$ cat config.mk
export PLATFORM = sky130hd
export DESIGN_NAME = apb_slave_ws
export DESIGN_NICKNAME = d
export VERILOG_FILES = /design/src/rtl/apb_slave_ws.sv
export SDC_FILE = /design/constraint.sdc
export NUM_CORES = 1
export LEC_CHECK = 0
export ABC_AREA = 1
export CAP_MARGIN = 20
export CORE_MARGIN = 3
export CORE_UTILIZATION = 44
export CTS_BUF_LIST = sky130_fd_sc_hd__clkbuf_4 sky130_fd_sc_hd__clkbuf_8 sky130_fd_sc_hd__clkbuf_16
export DETAILED_ROUTE_END_ITERATION = 8
export GPL_TIMING_DRIVEN = 0
export PLACE_DENSITY = 0.85
export REMOVE_ABC_BUFFERS = 1
export SLEW_MARGIN = 20
export SYNTH_ARGS = -nofsm -noshare
export SYNTH_HDL_FRONTEND = slang
export SYNTH_SLANG_ARGS = --single-unit
$ cat constraint.sdc
create_clock -name CLK -period 3.8 [get_ports CLK]
set_input_delay 0.57 -clock CLK [delete_from_list [all_inputs] [get_ports CLK]]
set_output_delay 0.57 -clock CLK [all_outputs]
set_load 0.005 [all_outputs]
$ cat src/rtl/apb_slave_ws.sv
// apb_slave_ws -- APB slave front-end with variable wait states.
//
// Decodes a word-aligned register window starting at BASE_ADDR, turns each
// valid APB access into a one-cycle read or write request towards a register
// backend and holds the APB transfer (PREADY=0) until the backend acks.
// Out-of-window, below-base or misaligned addresses complete immediately with
// PSLVERR and never reach the backend. A backend that does not ack within
// TIMEOUT wait cycles also completes with PSLVERR (TIMEOUT=0: wait forever).
//
// Optional feature macro: APB_PSTRB_EN
//   defined   : PSTRB port exists and is forwarded to reg_wstrb on writes
//   undefined : no PSTRB port, writes present reg_wstrb = all ones
//   Reads always present reg_wstrb = 0.
//
// Ports
//   CLK, nRST          clock (posedge), synchronous active-low reset
//   PSEL, PENABLE,
//   PWRITE, PADDR,
//   PWDATA, [PSTRB]    APB requester side
//   PRDATA, PREADY,
//   PSLVERR            APB completer side, all registered
//   reg_index          decoded register index, held from request to ack
//   reg_wen, reg_ren   one-cycle write / read request
//   reg_wdata,
//   reg_wstrb          latched write data and byte strobes
//   reg_rdata, reg_ack backend read data and completion (ack may coincide
//                      with the request cycle)
module apb_slave_ws #(
    parameter int                ADDR_W    = 32,
    parameter int                DATA_W    = 32,
    parameter int                NUM_REGS  = 16,
    parameter logic [ADDR_W-1:0] BASE_ADDR = '0,
    parameter int                TIMEOUT   = 15,
    localparam int               IDX_W     = (NUM_REGS > 1) ? $clog2(NUM_REGS) : 1,
    localparam int               STRB_W    = DATA_W / 8
) (
    input  logic              CLK,
    input  logic              nRST,
    input  logic              PSEL,
    input  logic              PENABLE,
    input  logic              PWRITE,
    input  logic [ADDR_W-1:0] PADDR,
    input  logic [DATA_W-1:0] PWDATA,
`ifdef APB_PSTRB_EN
    input  logic [STRB_W-1:0] PSTRB,
`endif
    output logic [DATA_W-1:0] PRDATA,
    output logic              PREADY,
    output logic              PSLVERR,
    output logic [IDX_W-1:0]  reg_index,
    output logic              reg_wen,
    output logic              reg_ren,
    output logic [DATA_W-1:0] reg_wdata,
    output logic [STRB_W-1:0] reg_wstrb,
    input  logic [DATA_W-1:0] reg_rdata,
    input  logic              reg_ack
);

    localparam int ALIGN_W = $clog2(STRB_W);
    localparam int CNT_W   = (TIMEOUT > 1) ? $clog2(TIMEOUT + 1) : 1;
    // Value of the wait counter during the last permitted WAIT cycle.
    localparam int TO_LAST = (TIMEOUT > 0) ? TIMEOUT - 1 : 0;

    typedef enum logic [1:0] {S_IDLE, S_REQ, S_WAIT, S_DONE} state_t;

    state_t              state, state_d;
    logic [CNT_W-1:0]    cnt, cnt_d;
    logic                wr_q, wr_d;
    logic [DATA_W-1:0]   prdata_d;
    logic                pready_d, pslverr_d;
    logic [IDX_W-1:0]    index_d;
    logic                wen_d, ren_d;
    logic [DATA_W-1:0]   wdata_d;
    logic [STRB_W-1:0]   wstrb_d;

    logic [STRB_W-1:0]   strb_in;
    logic [ADDR_W-1:0]   offset, word;
    logic                addr_bad;

`ifdef APB_PSTRB_EN
    assign strb_in = PSTRB;
`else
    assign strb_in = '1;
`endif

    // Address decode straight off the bus; only used in the setup cycle.
    assign offset   = PADDR - BASE_ADDR;
    assign word     = offset >> ALIGN_W;
    assign addr_bad = (PADDR < BASE_ADDR)
                   || (word >= ADDR_W'(NUM_REGS))
                   || ((PADDR & ADDR_W'(STRB_W - 1)) != '0);

    always_ff @(posedge CLK) begin
        if (!nRST) begin
            state     <= S_IDLE;
            cnt       <= '0;
            wr_q      <= 1'b0;
            PRDATA    <= '0;
            PREADY    <= 1'b0;
            PSLVERR   <= 1'b0;
            reg_index <= '0;
            reg_wen   <= 1'b0;
            reg_ren   <= 1'b0;
            reg_wdata <= '0;
            reg_wstrb <= '0;
        end else begin
            state     <= state_d;
            cnt       <= cnt_d;
            wr_q      <= wr_d;
            PRDATA    <= prdata_d;
            PREADY    <= pready_d;
            PSLVERR   <= pslverr_d;
            reg_index <= index_d;
            reg_wen   <= wen_d;
            reg_ren   <= ren_d;
            reg_wdata <= wdata_d;
            reg_wstrb <= wstrb_d;
        end
    end

    always_comb begin
        state_d   = state;
        cnt_d     = cnt;
        wr_d      = wr_q;
        prdata_d  = PRDATA;
        pready_d  = PREADY;
        pslverr_d = PSLVERR;
        index_d   = reg_index;
        wen_d     = 1'b0;           // requests are single-cycle pulses
        ren_d     = 1'b0;
        wdata_d   = reg_wdata;
        wstrb_d   = reg_wstrb;

        case (state)
            S_IDLE: begin
                pready_d  = 1'b0;
                pslverr_d = 1'b0;
                prdata_d  = '0;
                if (PSEL && !PENABLE) begin
                    wr_d = PWRITE;
                    if (addr_bad) begin
                        // Complete in the first access cycle, backend untouched.
                        state_d   = S_DONE;
                        pready_d  = 1'b1;
                        pslverr_d = 1'b1;
                    end else begin
                        state_d = S_REQ;
                        index_d = IDX_W'(word);
                        wen_d   = PWRITE;
                        ren_d   = !PWRITE;
                        wdata_d = PWDATA;
                        wstrb_d = PWRITE ? strb_in : '0;
                    end
                end
            end

            S_REQ, S_WAIT: begin
                if (!PSEL) begin
                    // Requester walked away: drop the transfer, ignore any ack.
                    state_d   = S_IDLE;
                    cnt_d     = '0;
                    pready_d  = 1'b0;
                    pslverr_d = 1'b0;
                    prdata_d  = '0;
                end else if (reg_ack) begin
                    // Ack is checked before the timeout so a last-cycle ack wins.
                    state_d   = S_DONE;
                    pready_d  = 1'b1;
                    pslverr_d = 1'b0;
                    prdata_d  = wr_q ? '0 : reg_rdata;
                end else if (state == S_REQ) begin
                    state_d = S_WAIT;
                    cnt_d   = '0;
                end else if ((TIMEOUT != 0) && (cnt == CNT_W'(TO_LAST))) begin
                    state_d   = S_DONE;
                    pready_d  = 1'b1;
                    pslverr_d = 1'b1;
                    prdata_d  = '0;
                end else begin
                    cnt_d = cnt + 1'b1;
                end
            end

            S_DONE: begin
                // Leave on a completed access phase or an abandoned select.
                if (!PSEL || PENABLE) begin
                    state_d   = S_IDLE;
                    pready_d  = 1'b0;
                    pslverr_d = 1'b0;
                    prdata_d  = '0;
                end
            end

            default: state_d = S_IDLE;
        endcase
    end

endmodule

==> summary.md <==
| Metric | Value |
|---|---|
| Skew-Pair Late Insertion Delay | `0.33 ns` |
| Cells after Synth | `532` |
| Sequential-to-total area share from yosys stat | `0.427` |
| Die ar. | `0.00966 mm2` |
| Largest fanout on the critical path | `34` |
| Critical path startpoint category | `input port` |
| Clock transition at the registers of the reported paths | `0.08 ns` |
| Most common cell after layout, fill and taps aside | `clkdlybuf4s50_1` |
| Crit path DAT | `2.71 ns` |
| Commonest cells after routing, fill and taps aside | `clkdlybuf4s50_1, nand2_1, dfxtp_1` |
| Final Cycle Share | `0.645` |
| First-pass detailed-route iteration total | `4` |
| CTS Sinks | `80` |
| Vias per cell | `4.86` |
| P per Cell Area | `397 mW/mm2` |
| Most common cell on crit path | `a21oi_1` |
| DRC Markers | `0` |
| FMAX | `0.408 GHz` |
| Final net count | `798` |
| Initial core utilization | `0.454` |
| Worst vdd ir | `273 uV` |
| Power Total | `2.28 mW` |
| Ports | `178` |
| Hpwl dp | `7.79 mm` |
| # setup viols final | `0` |
| H-tree Lvls | `3` |
| Post-route insts no fill | `798` |
| Critical R2R Launch | `state[0]$_SDFFE_PN0P_` |
| RSZ-0062 raised after global routing | `false` |
| First-pass GRT wire length | `17.5 mm` |
| Gr ovfl total | `0` |
| CORE AREA | `0.00826 mm2` |
| Worst Tran Pin Value | `0.983 ns` |
| Fillers | `649` |
| TritonCTS Buffers | `9` |
| GR Util All Layers | `0.217` |
| Initial antenna violation count | `0` |
| Mapped Area | `0.00375 mm2` |
| N_diodes | `0` |
| Min Tclk post-route | `2.45 ns` |
| Final core occ | `0.693` |
| Critical path endpoint category | `register` |
| Max_slew headroom | `0.344` |
| Inst Count DP | `783` |
| Final Hold Violating Endpoints | `0` |
| Vias in the first global route | `3793` |
| Post-cts resize count | `0` |
| Share of the synthesized area in the top cell type | `0.427` |
| Post-CTS setup buffer count | `0` |
| Share of layout cells above drive strength 1 | `0.0418` |
| Worst hold slack | `0.467 ns` |
| Fin Setup TNS | `0 ns` |
| Port Buffers | `177` |
| Dominant cell type by area after synthesis | `dfxtp_1` |
| Critical-path cell list | `buf_2 > buf_16 > clkinv_1 > a21oi_1 > o21ai_0 > a21oi_1` |
| TritonCTS clock tree | `built` |
| Max Cap Viol | `0` |
| Status | `completed` |
| # rows | `33` |
| Leak pwr | `2.33 nW` |
| Top cells by area, synth | `dfxtp_1, nand3_1, a21oi_1, nand2_1, inv_1` |
| Synthesized flop and latch total | `80` |
| Avg WL per Cell | `13.0 um` |
| Hold Startpoint | `PRDATA[8]$_SDFFE_PN0P_` |
| Yosys warns | `0` |
| CTS Hold Buffers Added | `0` |
| Slowest CP cell | `clkinv_1` |
| HP Class | `register to register` |
| Wire length after detailed routing | `10.4 mm` |
| Root Buffer | `clkbuf_8` |
| Area Growth Syn to Fin | `52.7%` |
| Iter 0 DRT Violations | `125` |
| DIE WIDTH | `98.3 um` |
| Die H | `98.3 um` |
| Pin count of the biggest net entering global routing | `40` |
| Library cells used by synthesis | `22` |
| Kind of critical path | `input port to register` |
| Routability cong. | `0.895` |
| CTS max path bufs | `2` |
| Mean Syn Cell Area | `7.05 um2` |
| Critical Path Source | `nRST` |
| WP data required | `4.06 ns` |
| Final clock skew | `0.0106 ns` |
| Max stage delay on crit path | `0.77 ns` |
| Via Count | `3879` |
| Pins over their slew limit | `0` |
| Final ANT Viol Nets | `0` |
==> worst max-delay path: cells and delay by family <==
kind            cells  cell delay (ns)
buf+inv             3             1.29
compound gates      3             0.83
==> final timing paths <==
| kind | endpoint | slack (ns) | cells after the start |
|---|---|---|---|
| min | PRDATA[8]$_SDFFE_PN0P_ | 0.47 | 2 |
| min reg2reg | PRDATA[8]$_SDFFE_PN0P_ | 0.47 | 2 |
| max | cnt[3]$_SDFFE_PN0P_ | 1.35 | 6 |
| max reg2reg | PRDATA[30]$_SDFFE_PN0P_ | 1.51 | 9 |
==> metal layers <==
layer	track usage	wire (um)
met1	0.261	4230
met3	0.0750	1000
met5	0	0
met4	0.0546	76
met2	0.370	5070
==> where the power goes <==
group	internal [mW]	leakage (nW)	switching, mW
combinational	0.281	1.58	0.387
sequential	0.893	0.646	0.0353
clock	0.385	0.108	0.294
==> cells in the mapped netlist (all sizes together) <==
cell    instances
buf            33
nand3          80
clkinv          1
nor2           65
nor3            4
ha              7
o211ai          1
o21ai           9
dfxtp          80
a21oi          76
clkbuf          3
nand2          99
inv            73
nand4           1
==> sequential cells by signal (all words and copies together), names as in the netlist <==
signal	cells
PSLVERR	1
reg_wstrb	1
state	2
PREADY	1
reg_index	4
reg_wdata	32
reg_ren	1
wr_q	1
cnt	4
reg_wen	1
PRDATA	32
==> final cells by class <==
type / count / area (um2) / share of cell area
clock inverter: 5 / 81.3 / 0.0142
clock buffer: 10 / 138 / 0.0240
sequential: 80 / 1600 / 0.280
inverter: 74 / 280 / 0.0490
tap: 105 / 131 / 0.0230
multi-input combinational: 342 / 1600 / 0.280
timing repair buffer: 182 / 1890 / 0.330
==> stage by stage <==
| step | area (um2) | setup WS [ns] |
|---|---|---|
| 4_1_cts | 5720 | 1.33 |
| 5_1_grt | 5720 | 1.09 |
| 2_1_floorplan | 3480 | 0.158 |
| 3_3_place_gp | 5380 | -1.20 |
| 3_5_place_dp | 5510 | 0.978 |
| 6_report | 5720 | 1.35 |
==> cell families after synthesis <==
| group | synth area share |
|---|---|
| AOI/OAI and AO/OA | 0.115 |
| adders and majority gates | 0.0234 |
| buffers and inverters | 0.147 |
| DFF | 0.427 |
| and+or+nand+nor | 0.287 |
(Power assumes the default switching activity.)
